$ cat config.mk
export PLATFORM = sky130hd
export DESIGN_NAME = vram_arbiter_flat
export DESIGN_NICKNAME = d
export VERILOG_FILES = /design/src/rtl/hpu_pkg.sv /design/src/rtl/vram_arbiter_if.sv /design/src/rtl/vram_rr_arb2.sv /design/src/rtl/vram_arbiter.sv /design/src/flat_wrapper.sv
export SDC_FILE = /design/constraint.sdc
export NUM_CORES = 1
export LEC_CHECK = 0
export BUFFER_PORTS_ARGS = -buffer_cell sky130_fd_sc_hd__buf_2
export CORE_MARGIN = 1
export CORE_UTILIZATION = 45
export CTS_CLUSTER_DIAMETER = 80
export DETAILED_ROUTE_END_ITERATION = 12
export PLACE_DENSITY = 0.95
export REMOVE_ABC_BUFFERS = 1
export SLEW_MARGIN = 20
export SYNTH_ARGS = -nofsm -noshare
export SYNTH_HDL_FRONTEND = slang
export SYNTH_SLANG_ARGS = --single-unit
$ cat constraint.sdc
create_clock -name clk -period 2.9 [get_ports clk]
set_input_delay 0.29 -clock clk [delete_from_list [all_inputs] [get_ports clk]]
set_output_delay 0.29 -clock clk [all_outputs]
set_load 0.005 [all_outputs]
$ cat src/rtl/hpu_pkg.sv
// Shared HPU definitions: VRAM read-return owner encoding and VRAM region base addresses.
package hpu_pkg;

  typedef enum logic [1:0] {
    OWN_NONE = 2'd0,
    OWN_CPU  = 2'd1,
    OWN_DMA  = 2'd2
  } owner_t;

  localparam logic [15:0] TILE_OFFSET      = 16'h0000;
  localparam logic [15:0] NAMETABLE_OFFSET = 16'h1800;
  localparam logic [15:0] ATTR_OFFSET      = 16'h2700;
  localparam logic [15:0] PALETTE_OFFSET   = 16'h2AC0;

endpackage

$ cat src/rtl/vram_arbiter_if.sv
// VRAM arbiter bus: HPU fetch port, CPU and DMA handshake ports, stall counter and VRAM macro pins.
interface vram_arbiter_if #(
  parameter int ADDR_W = 16,
  parameter int DATA_W = 8
);
  logic              hpu_req;
  logic [ADDR_W-1:0] hpu_addr;
  logic [DATA_W-1:0] hpu_data;

  logic              cpu_req,    dma_req;
  logic              cpu_we,     dma_we;
  logic [ADDR_W-1:0] cpu_addr,   dma_addr;
  logic [DATA_W-1:0] cpu_wdata,  dma_wdata;
  logic              cpu_ack,    dma_ack;
  logic              cpu_rvalid, dma_rvalid;
  logic [DATA_W-1:0] cpu_rdata,  dma_rdata;

  logic              stall_clr;
  logic [15:0]       stall_cnt;

  logic [ADDR_W-1:0] mem_addr;
  logic              mem_we;
  logic [DATA_W-1:0] mem_wdata;
  logic [DATA_W-1:0] mem_rdata;

  // Requester/memory side of the arbiter.
  modport master (
    output hpu_req, hpu_addr, cpu_req, cpu_we, cpu_addr, cpu_wdata,
           dma_req, dma_we, dma_addr, dma_wdata, stall_clr, mem_rdata,
    input  hpu_data, cpu_ack, dma_ack, cpu_rvalid, dma_rvalid,
           cpu_rdata, dma_rdata, stall_cnt, mem_addr, mem_we, mem_wdata
  );

  // The arbiter itself.
  modport slave (
    input  hpu_req, hpu_addr, cpu_req, cpu_we, cpu_addr, cpu_wdata,
           dma_req, dma_we, dma_addr, dma_wdata, stall_clr, mem_rdata,
    output hpu_data, cpu_ack, dma_ack, cpu_rvalid, dma_rvalid,
           cpu_rdata, dma_rdata, stall_cnt, mem_addr, mem_we, mem_wdata
  );
endinterface

$ cat src/rtl/vram_rr_arb2.sv
// Two-way round-robin between CPU and DMA; gnt[0] = CPU, gnt[1] = DMA, all zero while inhibited.
module vram_rr_arb2
  import hpu_pkg::*;
(
  input  logic       clk,
  input  logic       reset,
  input  logic       req_cpu,
  input  logic       req_dma,
  input  logic       inhibit,
  output logic [1:0] gnt
);

  owner_t rr_last;

  always_comb begin
    // NOTE: default assignment first so every path drives gnt and no latch is inferred.
    gnt = 2'b00;
    if (!inhibit) begin
      if (req_cpu && (!req_dma || rr_last == OWN_DMA)) gnt = 2'b01;
      else if (req_dma)                                gnt = 2'b10;
    end
  end

  // Reset to DMA so the first tie goes to the CPU.
  always_ff @(posedge clk or posedge reset) begin
    // NOTE: sequential state is updated with non-blocking assignments only.
    if (reset)       rr_last <= OWN_DMA;
    else if (gnt[0]) rr_last <= OWN_CPU;
    else if (gnt[1]) rr_last <= OWN_DMA;
  end

endmodule

$ cat src/rtl/vram_arbiter.sv
// Single-port VRAM arbiter: HPU has absolute priority, CPU and DMA share leftover cycles round-robin
// with tagged read returns two cycles after the ack.
module vram_arbiter
  import hpu_pkg::*;
(
  input  logic clk,
  input  logic reset,
  vram_arbiter_if.slave bus
);

  logic [1:0] gnt;
  owner_t     rd_owner, rd_next;
  logic       contention;

  // Reset also inhibits grants so acks and memory controls read as zero while it is held.
  vram_rr_arb2 u_rr (
    .clk     (clk),
    .reset   (reset),
    .req_cpu (bus.cpu_req),
    .req_dma (bus.dma_req),
    .inhibit (bus.hpu_req | reset),
    .gnt     (gnt)
  );

  assign bus.cpu_ack  = gnt[0];
  assign bus.dma_ack  = gnt[1];
  assign bus.hpu_data = bus.mem_rdata;
  assign contention   = bus.hpu_req && (bus.cpu_req || bus.dma_req);

  always_comb begin
    bus.mem_addr  = '0;
    bus.mem_we    = 1'b0;
    bus.mem_wdata = '0;
    rd_next       = OWN_NONE;
    if (bus.hpu_req && !reset) begin
      bus.mem_addr = bus.hpu_addr;
    end else if (gnt[0]) begin
      bus.mem_addr  = bus.cpu_addr;
      bus.mem_we    = bus.cpu_we;
      bus.mem_wdata = bus.cpu_wdata;
      if (!bus.cpu_we) rd_next = OWN_CPU;
    end else if (gnt[1]) begin
      bus.mem_addr  = bus.dma_addr;
      bus.mem_we    = bus.dma_we;
      bus.mem_wdata = bus.dma_wdata;
      if (!bus.dma_we) rd_next = OWN_DMA;
    end
  end

  // rd_owner marks whose read is on mem_rdata this cycle; the return registers capture it at the edge.
  always_ff @(posedge clk or posedge reset) begin
    if (reset) begin
      rd_owner       <= OWN_NONE;
      bus.cpu_rvalid <= 1'b0;
      bus.dma_rvalid <= 1'b0;
      bus.cpu_rdata  <= '0;
      bus.dma_rdata  <= '0;
      bus.stall_cnt  <= '0;
    end else begin
      rd_owner       <= rd_next;
      bus.cpu_rvalid <= (rd_owner == OWN_CPU);
      bus.dma_rvalid <= (rd_owner == OWN_DMA);
      if (rd_owner == OWN_CPU) bus.cpu_rdata <= bus.mem_rdata;
      if (rd_owner == OWN_DMA) bus.dma_rdata <= bus.mem_rdata;
      if (bus.stall_clr)
        bus.stall_cnt <= '0;
      else if (contention && bus.stall_cnt != 16'hFFFF)
        bus.stall_cnt <= bus.stall_cnt + 16'd1;
    end
  end

endmodule

$ cat src/flat_wrapper.sv
// flat-port wrapper written by rule: the top's interface ports become plain ports
module vram_arbiter_flat import hpu_pkg::*;
  (clk, reset, bus_hpu_req, bus_hpu_addr, bus_cpu_req, bus_cpu_we, bus_cpu_addr, bus_cpu_wdata, bus_dma_req, bus_dma_we, bus_dma_addr, bus_dma_wdata, bus_stall_clr, bus_mem_rdata, bus_hpu_data, bus_cpu_ack, bus_dma_ack, bus_cpu_rvalid, bus_dma_rvalid, bus_cpu_rdata, bus_dma_rdata, bus_stall_cnt, bus_mem_addr, bus_mem_we, bus_mem_wdata);
  vram_arbiter_if #(.ADDR_W(16), .DATA_W(8)) bus_i ();
  input  logic clk;
  input  logic reset;
  input wire logic [$bits(bus_i.hpu_req)-1:0] bus_hpu_req;
  input wire logic [$bits(bus_i.hpu_addr)-1:0] bus_hpu_addr;
  input wire logic [$bits(bus_i.cpu_req)-1:0] bus_cpu_req;
  input wire logic [$bits(bus_i.cpu_we)-1:0] bus_cpu_we;
  input wire logic [$bits(bus_i.cpu_addr)-1:0] bus_cpu_addr;
  input wire logic [$bits(bus_i.cpu_wdata)-1:0] bus_cpu_wdata;
  input wire logic [$bits(bus_i.dma_req)-1:0] bus_dma_req;
  input wire logic [$bits(bus_i.dma_we)-1:0] bus_dma_we;
  input wire logic [$bits(bus_i.dma_addr)-1:0] bus_dma_addr;
  input wire logic [$bits(bus_i.dma_wdata)-1:0] bus_dma_wdata;
  input wire logic [$bits(bus_i.stall_clr)-1:0] bus_stall_clr;
  input wire logic [$bits(bus_i.mem_rdata)-1:0] bus_mem_rdata;
  output wire logic [$bits(bus_i.hpu_data)-1:0] bus_hpu_data;
  output wire logic [$bits(bus_i.cpu_ack)-1:0] bus_cpu_ack;
  output wire logic [$bits(bus_i.dma_ack)-1:0] bus_dma_ack;
  output wire logic [$bits(bus_i.cpu_rvalid)-1:0] bus_cpu_rvalid;
  output wire logic [$bits(bus_i.dma_rvalid)-1:0] bus_dma_rvalid;
  output wire logic [$bits(bus_i.cpu_rdata)-1:0] bus_cpu_rdata;
  output wire logic [$bits(bus_i.dma_rdata)-1:0] bus_dma_rdata;
  output wire logic [$bits(bus_i.stall_cnt)-1:0] bus_stall_cnt;
  output wire logic [$bits(bus_i.mem_addr)-1:0] bus_mem_addr;
  output wire logic [$bits(bus_i.mem_we)-1:0] bus_mem_we;
  output wire logic [$bits(bus_i.mem_wdata)-1:0] bus_mem_wdata;
  assign bus_i.hpu_req = bus_hpu_req;
  assign bus_i.hpu_addr = bus_hpu_addr;
  assign bus_i.cpu_req = bus_cpu_req;
  assign bus_i.cpu_we = bus_cpu_we;
  assign bus_i.cpu_addr = bus_cpu_addr;
  assign bus_i.cpu_wdata = bus_cpu_wdata;
  assign bus_i.dma_req = bus_dma_req;
  assign bus_i.dma_we = bus_dma_we;
  assign bus_i.dma_addr = bus_dma_addr;
  assign bus_i.dma_wdata = bus_dma_wdata;
  assign bus_i.stall_clr = bus_stall_clr;
  assign bus_i.mem_rdata = bus_mem_rdata;
  assign bus_hpu_data = bus_i.hpu_data;
  assign bus_cpu_ack = bus_i.cpu_ack;
  assign bus_dma_ack = bus_i.dma_ack;
  assign bus_cpu_rvalid = bus_i.cpu_rvalid;
  assign bus_dma_rvalid = bus_i.dma_rvalid;
  assign bus_cpu_rdata = bus_i.cpu_rdata;
  assign bus_dma_rdata = bus_i.dma_rdata;
  assign bus_stall_cnt = bus_i.stall_cnt;
  assign bus_mem_addr = bus_i.mem_addr;
  assign bus_mem_we = bus_i.mem_we;
  assign bus_mem_wdata = bus_i.mem_wdata;
  vram_arbiter u_core (.clk(clk), .reset(reset), .bus(bus_i));
endmodule
## After elaboration in Yosys (flattened, before gate mapping)

Index checks and enable logic that the tools add are counted.

| storage, ports and cells | value |
|---|---|
| memory bits (writable) | 0 |
| memories kept | 0 |
| output and inout bits | 69 |
| logic and storage cells | 44 |
| ROM bits | 0 |
| flip-flop bits (word level) | 38 |
| input port bits | 80 |
| bits in latches | 0 |

| cells by class | value |
|---|---|
| equality and inequality tests | 4 |
| order comparisons | 0 |
| divide/modulo/power cells | 0 |
| bitwise logic cells | 1 |
| $mul | 0 |
| muxes and demuxes | 21 |
| shifts and indexed selects | 0 |
| reduce and logical (&&, ||, !) cells | 10 |
| $add $sub $neg | 1 |

Operators with widths:

| cell | number |
|---|---|
| 2-to-1 mux 16 bit | 5 |
| 2-to-1 mux 8 bit | 3 |
| 2-to-1 mux 2 bit | 9 |
| adder 16 x 1 -> 16 bit (second input constant) | 1 |
| != test 16 bit (second input constant) | 1 |
| == test 2 bit (second input constant) | 2 |
| logical AND 1 bit | 4 |
| 2-to-1 mux 1 bit | 4 |
| nonzero test 2 bit | 2 |
| == test 2 x 1 -> 1 bit (second input constant) | 1 |
| logical NOT 1 bit | 2 |
| logical OR 1 bit | 2 |
| OR 1 bit | 1 |

## Longest topological paths before layout

Gate-level depths: netlist of run 1.

| logic depth | value |
|---|---|
| depth in word-level cells | 8 |
| mapped depth | 6 |
| mapped depth without buffers | 5 |

## Hierarchy

From an unflattened synthesis of run 1, not the netlist that was laid out.

| unflattened totals | value |
|---|---|
| cell total of the unflattened synthesis | 252 |
| area total of the unflattened synthesis | 2302.2 sq um |

Modules (own cells, without submodules):

| module | cells each | sequential area each (sq um) | times used | area an instance (sq um) |
|---|---|---|---|---|
| vram_arbiter | 240 | 900.9 | 1 | 2182.1 |
| vram_rr_arb2 | 12 | 51.3 | 1 | 120.1 |

## Least setup slack after synthesis of run 1

No wires, ideal clock.

| path | value |
|---|---|
| path type | register to register |
| start point | register u_core.bus.stall_cnt[0] (netlist name) |
| end point | register u_core.bus.stall_cnt[7] (netlist name) |
| stages on the path, launching flop included | 7 |
| clock period less this slack | 1830 ps |
| path buffers | 1 |
| setup time | 78 ps |
| required time | 2822 ps |
| arrival time | 1752 ps |
| setup slack | 1070 ps |
| path through | dfrtp_1 -> ha_1 -> nand4_1 -> o311ai_2 -> buf_4 -> or3_2 -> a21oi_1 |

| between the ends | value |
|---|---|
| word-level cells in the longest chain between the ends | 3 |
| elaborated cells on any way between the ends | 6 |
| those cells by class | add/sub (1); eq/ne (1); mux (2); reduce/logical (2) |

Ends and longest elaborated chain:

| item | RTL line | source |
|---|---|---|
| from (decl) | vram_arbiter_if.sv:39 | `cpu_rdata, dma_rdata, stall_cnt, mem_addr, mem_we, mem_wdata` |
| from (signal assigned) | vram_arbiter.sv:68 | `bus.stall_cnt <= bus.stall_cnt + 16'd1;` |
| adder 16 x 1 -> 16 bit / != test 16 bit (equally long branches) | vram_arbiter.sv:68, vram_arbiter.sv:67 |  |
| 2-to-1 mux 16 bit / logical AND 1 bit (equally long branches) | vram_arbiter.sv:67 | `else if (contention && bus.stall_cnt != 16'hFFFF)` |
| 2-to-1 mux 16 bit / nonzero test 2 bit (equally long branches) | - |  |

Several ways; a longest one is shown, not always the timed one. The select of a mux whose other input is x is not followed.
A chain may end at the register's enable or synchronous reset.

## Worst setup path in the final report of run 1

| path | value |
|---|---|
| start point | register u_core.u_rr.rr_last[1] |
| end point | output bus_mem_addr[13] |

| between the ends | value |
|---|---|
| word-level cells in the longest chain between the ends | 8 |

Ends and longest elaborated chain:

| item | RTL line | source |
|---|---|---|
| from (decl) | vram_rr_arb2.sv:13 | `owner_t rr_last;` |
| from (signal assigned) | vram_rr_arb2.sv:27 | `if (reset) rr_last <= OWN_DMA;` |
| from (signal assigned) | vram_rr_arb2.sv:28 | `else if (gnt[0]) rr_last <= OWN_CPU;` |
| from (signal assigned) | vram_rr_arb2.sv:29 | `else if (gnt[1]) rr_last <= OWN_DMA;` |
| == test 2 bit (*) | vram_rr_arb2.sv:19 | `if (req_cpu && (!req_dma \|\| rr_last == OWN_DMA)) gnt = 2'b01;` |
| logical OR 1 bit (*) | vram_rr_arb2.sv:19 |  |
| logical AND 1 bit (*) | vram_rr_arb2.sv:19 |  |
| 2-to-1 mux 2 bit (*) | vram_rr_arb2.sv:19 |  |
| 2-to-1 mux 2 bit (*) | vram_rr_arb2.sv:18 | `if (!inhibit) begin` |
| 2-to-1 mux 16 bit | vram_arbiter.sv:42 | `end else if (gnt[1]) begin` |
| 2-to-1 mux 16 bit (*) | vram_arbiter.sv:37 | `end else if (gnt[0]) begin` |
| 2-to-1 mux 16 bit (*) | vram_arbiter.sv:35 | `if (bus.hpu_req && !reset) begin` |
| to (decl) | flat_wrapper.sv:27 | `output wire logic [$bits(bus_i.mem_addr)-1:0] bus_mem_addr;` |

Every way passes the cells marked *; elsewhere a longest branch is shown, timed or not.

==> results of run 1 <==
worst min-delay path: stages:
cell	delay, ns
buf_2	0.11
inv_1	0.04
buf_4	0.40
synth_stat cells, types with 2 or more instances:
| cell type | n | area [µm²] |
|---|---|---|
| dfrtp_1 | 37 | 926 |
| a221o_1 | 16 | 160 |
| mux2_2 | 16 | 180 |
| a21oi_1 | 15 | 75.1 |
| a22o_1 | 9 | 78.8 |
| and2_0 | 9 | 56.3 |
| buf_4 | 9 | 67.6 |
| and2_1 | 8 | 50.1 |
| clkbuf_1 | 8 | 30.0 |
| inv_1 | 7 | 26.3 |
| o21ai_0 | 7 | 35.0 |
| o31ai_1 | 7 | 52.6 |
| or4_1 | 7 | 52.6 |
| nand4_1 | 6 | 37.5 |
| nand2_1 | 5 | 18.8 |
| or3_1 | 5 | 31.3 |
| nand3_1 | 4 | 20.0 |
| nor2b_1 | 4 | 25.0 |
| and3_1 | 3 | 18.8 |
| nand2b_1 | 3 | 18.8 |
| nor2_1 | 3 | 11.3 |
| buf_2 | 2 | 10.0 |
final timing paths:
path / startpoint / to / slack (ns)
worst min register to register: u_core.bus.dma_rdata[6]$_DFFE_PP0P_ / u_core.bus.dma_rdata[6]$_DFFE_PP0P_ / 0.50
min in group clk: bus_cpu_we / u_core.rd_owner[0]$_DFF_PP0_ / 0.17
max in group asynchronous: reset / u_core.u_rr.rr_last[1]$_DFFE_PP1P_ / 2.43
worst min-delay path: reset / u_core.bus.stall_cnt[1]$_DFFE_PP0P_ / 0.12
worst max register to register: u_core.bus.stall_cnt[1]$_DFFE_PP0P_ / u_core.bus.stall_cnt[13]$_DFFE_PP0P_ / 0.80
worst max-delay path: u_core.u_rr.rr_last[1]$_DFFE_PP1P_ / bus_mem_addr[13] / 0.79
power by group through the flow:
stage	clock network, mW	logic [mW]	registers, mW
3_5_place_dp	0	0.311	0.643
3_3_place_gp	0	0.301	0.638
4_1_cts	0.548	0.312	0.633
5_1_grt	0.573	0.337	0.642
6_report	0.541	0.307	0.632
2_1_floorplan	0	0.122	0.647
cells in the final DEF, fill, tap and decap left out, types with 2 or more instances in the layout:
cell type  instances
nand4_1            6
nor2b_1            4
dfrtp_1           37
clkbuf_8           5
o31ai_1            7
o21ai_0            7
nand2_1            5
buf_2            148
a22o_1             9
inv_1              7
or4_1              7
a221o_1           16
buf_4              3
and2_0             9
mux2_2            16
and2_1             8
or3_1              5
bufinv_16          2
and3_1             3
nor2_1             3
a21oi_1           15
nand3_1            4
nand2b_1           3
cell type report:
| cell class | count | area (µm²) | area share (%) |
|---|---|---|---|
| Timing Repair Buffer | 151 | 763 | 25.3 |
| Multi-Input combinational cell | 142 | 1070 | 35.6 |
| Tap cell | 52 | 65.1 | 2.16 |
| Clock inverter | 3 | 68.8 | 2.28 |
| Inverter | 7 | 26.3 | 0.871 |
| Clock buffer | 5 | 68.8 | 2.28 |
| Sequential cell | 38 | 952 | 31.6 |
kinds of logic (layout without fill, tap and decap cells):
| family | after synthesis | count (layout) | synth area share (%) |
|---|---|---|---|
| AOI/OAI and AO/OA | 61 | 61 | 21.6 |
| adders and majority gates | 1 | 1 | 0.578 |
| muxes | 17 | 17 | 8.79 |
| xor gates and xnor gates | 1 | 1 | 0.405 |
| and+or+nand+nor | 62 | 62 | 18.2 |
| buffers and inverters | 27 | 166 | 6.36 |
| DFF | 38 | 38 | 44.0 |
sequential cells by signal, summed over array words and instances (netlist names):
signal,cells
u_core.rd_owner,2
u_core.bus.cpu_rvalid,1
u_core.bus.dma_rvalid,1
u_core.bus.cpu_rdata,8
u_core.bus.dma_rdata,8
u_core.bus.stall_cnt,16
u_core.u_rr.rr_last,2
per-stage QoR:
step                cells  power (mW)  area (µm²)  hold WS, ns
finish                398        1.48        3020        0.117
global route          398        1.55        3020        0.164
floorplan             187       0.769        2050        0.353
global placement      390       0.940        2880        0.437
detailed placement    390       0.954        2880        0.448
CTS                   398        1.49        3020        0.133
metal layers:
metal  part of all wire (%)  up-vias
met5                      0        -
met4                    2.7        0
met3                    5.2       13
met2                     52      102
met1                     40     1049
li1                       -     1060
==> impl_metrics.tcl, run 1 <==
set metrics [dict create \
    status "finished with violations" \
    failed_checks "DRC" \
    cp_top_family "flip-flops" \
    grt.overflow.total 0 \
    period_share_pct 72.6 \
    worst-path-stages 6 \
    areaGrowthSynthToFinish_pct 39.5 \
    synth_area_per_cell_um2 10.5 \
    cts_buffers 5 \
    synth_top_flop_cell "dfrtp_1" \
    synth_cell_type_count 39 \
    crit_path_end_kind "output port" \
    maxCapViolations 0 \
    required_ns 2.61 \
    wire_per_inst_um 15.9 \
    critPathMaxFanout 29 \
    grt.met3_usage_pct 4.36 \
    drive_gt1_share_pct 52.6 \
    combPwrFrac_pct 20.7 \
    post-place-ws_ns 0.831 \
    p_leak_nw 1.57 \
    num_vias 2224 \
    finalHoldViolCount 0 \
    die_h_um 71.3 \
    placementRows 24 \
    diodes 0 \
    hpwlAfterDp_um 4970 \
    nNetsFinal 426 \
    reg2reg_depth 5 \
    ys_ff_latch 38 \
    gp_congestion 0.863 \
    synthArstFlopShare_pct 100 \
    drc 5 \
    path_clk_slew_ns 0.07 \
    busiest_layer "met2" \
    clk_latency_ns 0.29 \
    seqPwrFrac_pct 42.7 \
    max_stage_delay_ns 0.54 \
    htree_levels 2 \
    ctsLongestPathBuffers 2 \
    fin_skew_ns 0.00657 \
    vias_per_cell 5.59 \
    final.setup.tns_ns 0 \
    initial_core_util_pct 48.4 \
    slew_viol_final 0 \
    grt_pass1_vias 2028 \
    grt_pass1_wl_um 9800 \
    root_buffer "clkbuf_8" \
    crit_buf_inv 3 \
    antenna_found_initial 0 \
    ir_drop_uv 266 \
    path_class "reg2out" \
    wirelength_um 6320 \
    drtAntennaViolNets 0 \
    worstHoldPathType "in2async" \
    firstDrtPassIters 8 \
    drt_iter0_markers 107 \
    use_met1_pct 30.8 \
    cts_setup_buffers 0 \
    grt_start_max_net_pins 39 \
    cts_tree "done" \
    setup_viol 0 \
    die-area_mm2 0.00509 \
    power_density_mw_per_mm2 490 \
    post-route-util_pct 67.4 \
    rsz0062_at_grt "no" \
    cts-resized-gates 0 \
    p_switching_uw 362 \
    min_period_ns 2.11 \
    fp.dieW_um 71.3 \
    syn_area_mm2 0.00216 \
    p_int_mw 1.12 \
    clockPowerShare_pct 36.5 \
    ioPinCount 149 \
    ys_seq_area_share_pct 44.0 \
    num-fill-cells 355 \
    ys.warnings.count 0 \
    critPathLaunchType "register" \
    crit_arrival_ns 1.82 \
    synth_edf_count 0 \
    cp_slowest_cell "dfstp_2" \
    globalRouteTotalUtil_pct 25.3 \
    setup_slack_ns 0.794 \
    tightest_slew_ns 0.790 \
    maxSlewHeadroom_pct 47.2 \
    switching_share_pct 24.5 \
    io_buffers 148 \
    synthCells 207 \
    clock.fmax_mhz 475 \
    crit_chain "inv_1 -> o21ai_0 -> and3_1 -> buf_4 -> a221o_1 -> buf_2" \
    clock-sinks 38 \
    core_mm2 0.00447 \
    met2_usage_pct 44.8 \
    post_cts_hold_buffer_count 0 \
]
(Power assumes the default switching activity.)
==> run 2, diff against run 1 <==
--- a/config.mk
+++ b/config.mk
@@ -5,12 +5,13 @@
 export SDC_FILE = /design/constraint.sdc
 export NUM_CORES = 1
 export LEC_CHECK = 0
+export ABC_AREA = 1
 export BUFFER_PORTS_ARGS = -buffer_cell sky130_fd_sc_hd__buf_2
 export CORE_MARGIN = 1
-export CORE_UTILIZATION = 45
+export CORE_UTILIZATION = 38
 export CTS_CLUSTER_DIAMETER = 80
 export DETAILED_ROUTE_END_ITERATION = 12
-export PLACE_DENSITY = 0.95
+export PLACE_DENSITY = 0.85
 export REMOVE_ABC_BUFFERS = 1
 export SLEW_MARGIN = 20
 export SYNTH_ARGS = -nofsm -noshare
==> constraint.sdc (replaced) <==
create_clock -name clk -period 1.7 [get_ports clk]
set_input_delay 0.17 -clock clk [delete_from_list [all_inputs] [get_ports clk]]
set_output_delay 0.17 -clock clk [all_outputs]
set_load 0.005 [all_outputs]
==> run 2 against run 1 <==
  * The flow finishes with violations (setup timing)
  * Count of clock-buffer cells in the layout unchanged
  * Area after synthesis increased by 5.6%
  * Sequential power increased by 72%
  * First-iteration DRC count increased by 56%
  * Sequential share of layout area decreased by 4.4 points
  * Synthesized cell count increased by 57%
  * Critical endpoint is now bus_mem_wdata[6]
  * Highest routed layer unchanged
==> impl_metrics.tcl, run 2 <==
set metrics [dict create \
    firstDrtPassIters 4 \
    crit_path_end_kind "output port" \
    min_period_ns 1.76 \
    critPathLaunchType "register" \
    period_share_pct 104 \
    drt_iter0_markers 167 \
    maxCapViolations 0 \
    synthCells 324 \
    clk_latency_ns 0.29 \
    worstHoldPathType "in2reg" \
    io_buffers 148 \
    wire_per_inst_um 13.8 \
    diodes 0 \
    dpl-instance-area_mm2 0.00318 \
    wirelength_um 7740 \
    tightest_slew_ns 0.509 \
    failed_checks "setup timing" \
    synth_cell_type_count 25 \
    clock-sinks 38 \
    syn_area_mm2 0.00228 \
    synthArstFlopShare_pct 100 \
    rsz0062_at_grt "yes" \
    required_ns 1.53 \
    synth_top_area_cell "dfrtp_1" \
    synth_area_per_cell_um2 7.05 \
    clock.fmax_mhz 568 \
    cts_tree "done" \
    ioPinCount 149 \
    p_leak_nw 2.02 \
    power_density_mw_per_mm2 705 \
    synth_top_flop_cell "dfrtp_1" \
    ir_drop_uv 511 \
    areaGrowthSynthToFinish_pct 53.2 \
    ys_ff_latch 38 \
    die-area_mm2 0.00633 \
    final_area_mm2 0.00350 \
    root_buffer "clkbuf_8" \
    fin_skew_ns 0.00727 \
    critPathMaxFanout 14 \
    ys_seq_area_share_pct 41.7 \
    drtAntennaViolNets 0 \
    final_cell_mix "146 x buf_2, 120 x nand2_1, 37 x dfrtp_1" \
    vias_per_cell 5.02 \
    nNetsFinal 569 \
    slew_viol_final 0 \
    die_h_um 79.5 \
    setup_viol 24 \
    path_clk_slew_ns 0.08 \
    grt_pass1_vias 2627 \
    crit_arrival_ns 1.59 \
    p_total_mw 2.47 \
    hpwlAfterDp_um 6010 \
    final_common_cell "buf_2" \
    htree_levels 2 \
    synth_area_leaders "dfrtp_1 41%, nand2_1 21%, nand3_1 5.9%" \
    gp_congestion 0.815 \
    drive_gt1_share_pct 42.7 \
    yosysMostFrequentCell "nand2_1" \
    grt_pass1_wl_um 12100 \
    antenna_found_initial 0 \
    initial_core_util_pct 40.5 \
    cts_buffers 5 \
    drc 0 \
    num_vias 2816 \
    maxSlewHeadroom_pct 66.0 \
    ys.warnings.count 0 \
    core_mm2 0.00564 \
    globalRouteTotalUtil_pct 25.2 \
    largest_reg_flops 16 \
    top_regs "u_core.bus.stall_cnt: 16 flops, u_core.bus.cpu_rdata: 8 flops, u_core.bus.dma_rdata: 8 flops" \
    grt_start_max_net_pins 21 \
    fp.dieW_um 79.5 \
    yosys.area.top_type_share_pct 40.5 \
    finalHoldViolCount 0 \
    regMostFlops "u_core.bus.stall_cnt" \
    synth_edf_count 0 \
    synthTopCellsByCount "125 x nand2_1, 37 x dfrtp_1, 28 x inv_1" \
    placementRows 27 \
    ctsLongestPathBuffers 2 \
    setup_slack_ns -0.0620 \
    path_class "reg2out" \
    grt.overflow.total 0 \
    status "finished with violations" \
    post-route-util_pct 62.1 \
]
==> run 2: changes by cell type after synthesis, sizes merged, moves of 8 or more <==
cell,delta
mux2,-16
o21ai,+9
nand4,+10
nand3,+23
nand2,+122
a221o,-16
nor2,+25
or4,-8
a21oi,-12
and2,-17
inv,+23
==> run 2: through the flow <==
stage	TNS, ns	instances	setup WS [ns]	hold WS [ns]
6_report	-0.593	561	-0.0620	0.0313
3_3_place_gp	0	546	0.121	0.244
4_1_cts	-0.867	560	-0.0712	0.0225
3_5_place_dp	0	546	0.0285	0.258
5_1_grt	-2.50	561	-0.125	0.0277
2_1_floorplan	0	306	0.159	0.236
==> run 2: routing by layer <==
metal	vias to the layer above	share of wire [%]	GRT usage [%]	wire length, µm
li1	1366	-	-	-
met1	1263	37	27.9	2830
met2	158	50	43.6	3870
met3	29	7.3	5.03	565
met4	0	6.1	16.7	469
met5	-	0	0	0
==> run 2: where the power goes <==
part	total [mW]	switching [mW]	leakage, nW	internal, mW
Clock	0.769	0.332	0.0504	0.436
Sequential	1.09	0.0614	0.492	1.03
Combinational	0.609	0.305	1.48	0.304
Total	2.47	0.699	2.02	1.77
==> run 2: kinds of logic after synthesis <==
kind of cell	after synthesis	share of synthesized area [%]
AND/OR/NAND/NOR	202	38.3
buffers and inverters	49	9.80
flip-flops	38	41.7
AO/OA/AOI/OAI	31	8.49
XOR/XNOR	3	1.15
adder cells (fa/ha/maj)	1	0.548
==> run 2: worst max-delay path, stage by stage, from the launching register on <==
cell	delay [ns]
dfstp_2	0.54
nand2_2	0.05
nand2_2	0.08
nand2_2	0.07
nand3_4	0.11
inv_8	0.07
a22o_4	0.24
buf_6	0.11
==> run 2: repair_timing <==
item                                   in CTS  in global routing
resized for setup                          21                  3
hold buffers                                1                  0
cloned                                      3                  0
pin swaps                                   3                  1
buffers inserted                            2                  1
setup endpoints to repair                  26                 37
endpoints found under the hold margin      37                  0
==> run 2: layout make-up <==
cell class	count	area [µm²]
Tap cell	72	90.1
Multi-Input combinational cell	237	1180
Clock inverter	3	45.0
Inverter	31	129
Clock buffer	5	68.8
Timing Repair Buffer	174	1030
Fill cell	490	2140
Timing Repair inverter	1	6.26
Sequential cell	38	952
==> run 2: worst paths after layout <==
kind	start	end	slack, ns	cells past startpoint
setup / recovery	u_core.u_rr.rr_last[1]$_DFFE_PP1P_	bus_mem_wdata[6]	-0.06	7
hold / removal	bus_dma_we	u_core.rd_owner[1]$_DFF_PP0_	0.03	2
setup reg to reg	u_core.bus.stall_cnt[1]$_DFFE_PP0P_	u_core.bus.stall_cnt[3]$_DFFE_PP0P_	0.11	11
hold reg to reg	u_core.rd_owner[0]$_DFF_PP0_	u_core.bus.dma_rvalid$_DFF_PP0_	0.43	1
max in group asynchronous	reset	u_core.u_rr.rr_last[1]$_DFFE_PP1P_	0.95	4
min in group asynchronous	reset	u_core.u_rr.rr_last[0]$_DFFE_PP0P_	0.49	4
==> run 3, diff against run 2 <==
--- a/config.mk
+++ b/config.mk
@@ -8,10 +8,10 @@
 export ABC_AREA = 1
 export BUFFER_PORTS_ARGS = -buffer_cell sky130_fd_sc_hd__buf_2
 export CORE_MARGIN = 1
-export CORE_UTILIZATION = 38
+export CORE_UTILIZATION = 46
 export CTS_CLUSTER_DIAMETER = 80
 export DETAILED_ROUTE_END_ITERATION = 12
-export PLACE_DENSITY = 0.85
+export PLACE_DENSITY = 0.95
 export REMOVE_ABC_BUFFERS = 1
 export SLEW_MARGIN = 20
 export SYNTH_ARGS = -nofsm -noshare
==> constraint.sdc (replaced) <==
create_clock -name clk -period 2.1 [get_ports clk]
set_input_delay 0.21 -clock clk [delete_from_list [all_inputs] [get_ports clk]]
set_output_delay 0.21 -clock clk [all_outputs]
set_load 0.005 [all_outputs]
==> run 3 against run 2 <==
  * The run now ends clean
  * Combinational power shrank 30%
  * Non-clock buffer count fell by 24
  * Clock power decreased by 4.0%
  * Critical path type unchanged
  * Die area shrank 17%
  * Highest routed layer unchanged
==> impl_metrics.tcl, run 3 (synthesis gave the netlist of run 2 again) <==
set metrics [dict create \
    root_buffer "clkbuf_8" \
    path_class "reg2out" \
    dpl-instance-area_mm2 0.00302 \
    nNetsFinal 544 \
    fp.dieW_um 72.5 \
    core_mm2 0.00475 \
    initial_core_util_pct 48.1 \
    final_common_cell "buf_2" \
    grt_pass1_vias 2200 \
    cts-resized-gates 1 \
    placementRows 25 \
    clock.fmax_mhz 521 \
    ir_drop_uv 374 \
    fin_skew_ns 0.00157 \
    rsz0062_at_grt "no" \
    num-fill-cells 406 \
    htree_levels 2 \
    critPathLaunchType "register" \
    gp_congestion 0.840 \
    ctsLongestPathBuffers 2 \
    maxCapViolations 0 \
    maxSlewHeadroom_pct 65.1 \
    power_density_mw_per_mm2 649 \
    top_regs "u_core.bus.stall_cnt: 16 flops, u_core.bus.cpu_rdata: 8 flops, u_core.bus.dma_rdata: 8 flops" \
    num_vias 2634 \
    tightest_slew_ns 0.523 \
    status "completed" \
    finalHoldViolCount 0 \
    largest_reg_flops 16 \
    path_clk_slew_ns 0.08 \
    final_cell_mix "148 x buf_2, 125 x nand2_1, 37 x dfrtp_1" \
    wirelength_um 6440 \
    clk_latency_ns 0.29 \
    vias_per_cell 4.96 \
    firstDrtPassIters 4 \
    crit_path_end_kind "output port" \
    crit_arrival_ns 1.71 \
    grt_start_max_net_pins 39 \
    reg2reg_depth 9 \
    die-area_mm2 0.00525 \
    io_buffers 148 \
    drive_gt1_share_pct 37.1 \
    worstHoldPathType "in2async" \
    period_share_pct 91.4 \
    p_leak_nw 1.86 \
    ioPinCount 149 \
    areaGrowthSynthToFinish_pct 38.1 \
    required_ns 1.89 \
    min_period_ns 1.92 \
    clock-sinks 38 \
    regMostFlops "u_core.bus.stall_cnt" \
    post_cts_hold_buffer_count 0 \
    drt_iter0_markers 164 \
    antenna_found_initial 0 \
    diodes 0 \
    grt_pass1_wl_um 10000 \
    die_h_um 72.5 \
    globalRouteTotalUtil_pct 25.0 \
    wire_per_inst_um 12.1 \
    p_total_mw 2.05 \
    drc 0 \
    cts_buffers 5 \
    cts_setup_buffers 0 \
    hpwlAfterDp_um 5020 \
    setup_viol 0 \
    drtAntennaViolNets 0 \
    grt.overflow.total 0 \
    slew_viol_final 0 \
    cts_tree "done" \
    final.setup.tns_ns 0 \
    final_area_mm2 0.00316 \
    critPathMaxFanout 26 \
]
-- run 3: final timing paths --
path / start / to / slack [ns]
worst max-delay path: u_core.u_rr.rr_last[1]$_DFFE_PP1P_ / bus_mem_wdata[5] / 0.18
worst min-delay path: reset / u_core.bus.dma_rdata[7]$_DFFE_PP0P_ / 0.05
worst max register to register: u_core.bus.stall_cnt[0]$_DFFE_PP0P_ / u_core.bus.stall_cnt[15]$_DFFE_PP0P_ / 0.28
worst min register to register: u_core.rd_owner[0]$_DFF_PP0_ / u_core.bus.dma_rvalid$_DFF_PP0_ / 0.45
max in group asynchronous: reset / u_core.u_rr.rr_last[1]$_DFFE_PP1P_ / 1.70
min in group clk: bus_dma_we / u_core.rd_owner[1]$_DFF_PP0_ / 0.09
-- run 3: layer usage --
metal | global-route usage (%) | up-vias | share of wire [%]
met5 | 0 | - | 0
met4 | 9.59 | 0 | 1.7
met3 | 5.28 | 6 | 6.6
met2 | 44.7 | 120 | 52
met1 | 29.3 | 1195 | 40
li1 | - | 1313 | -
-- run 3: final cells by class --
type / count / area (µm²) / area share [%]
clock buffers: 5 / 68.8 / 2.18
clock inverters: 3 / 68.8 / 2.18
flip-flops and latches: 38 / 952 / 30.2
inverters: 31 / 118 / 3.73
repair buffers: 150 / 756 / 23.9
well taps: 67 / 83.8 / 2.66
multi-input cells: 237 / 1110 / 35.1
-- run 3: where the power goes --
part	internal, mW	leakage [nW]	total, mW	switching (mW)
Sequential	0.835	0.492	0.887	0.0521
Clock	0.476	0.0683	0.738	0.262
Combinational	0.206	1.30	0.424	0.219
Total	1.52	1.86	2.05	0.533
-- run 3: per-stage QoR --
step                      util [%]  worst slack (ns)  hold WS [ns]  cells
after floorplan                  -             0.520         0.276    306
after CTS                     66.4             0.166        0.0655    531
final                         66.4             0.181        0.0533    531
after global routing          66.4            0.0543        0.0936    531
after detailed placement      63.4             0.148         0.379    523
after global placement        63.4             0.255         0.366    523
-- run 3: worst max-delay path: stages (launching register included) --
cell and delay, ns:
dfstp_2 0.38, nand2_1 0.06, nand2_1 0.06, nand3_1 0.15
clkinv_2 0.32, a22o_1 0.34, buf_2 0.12
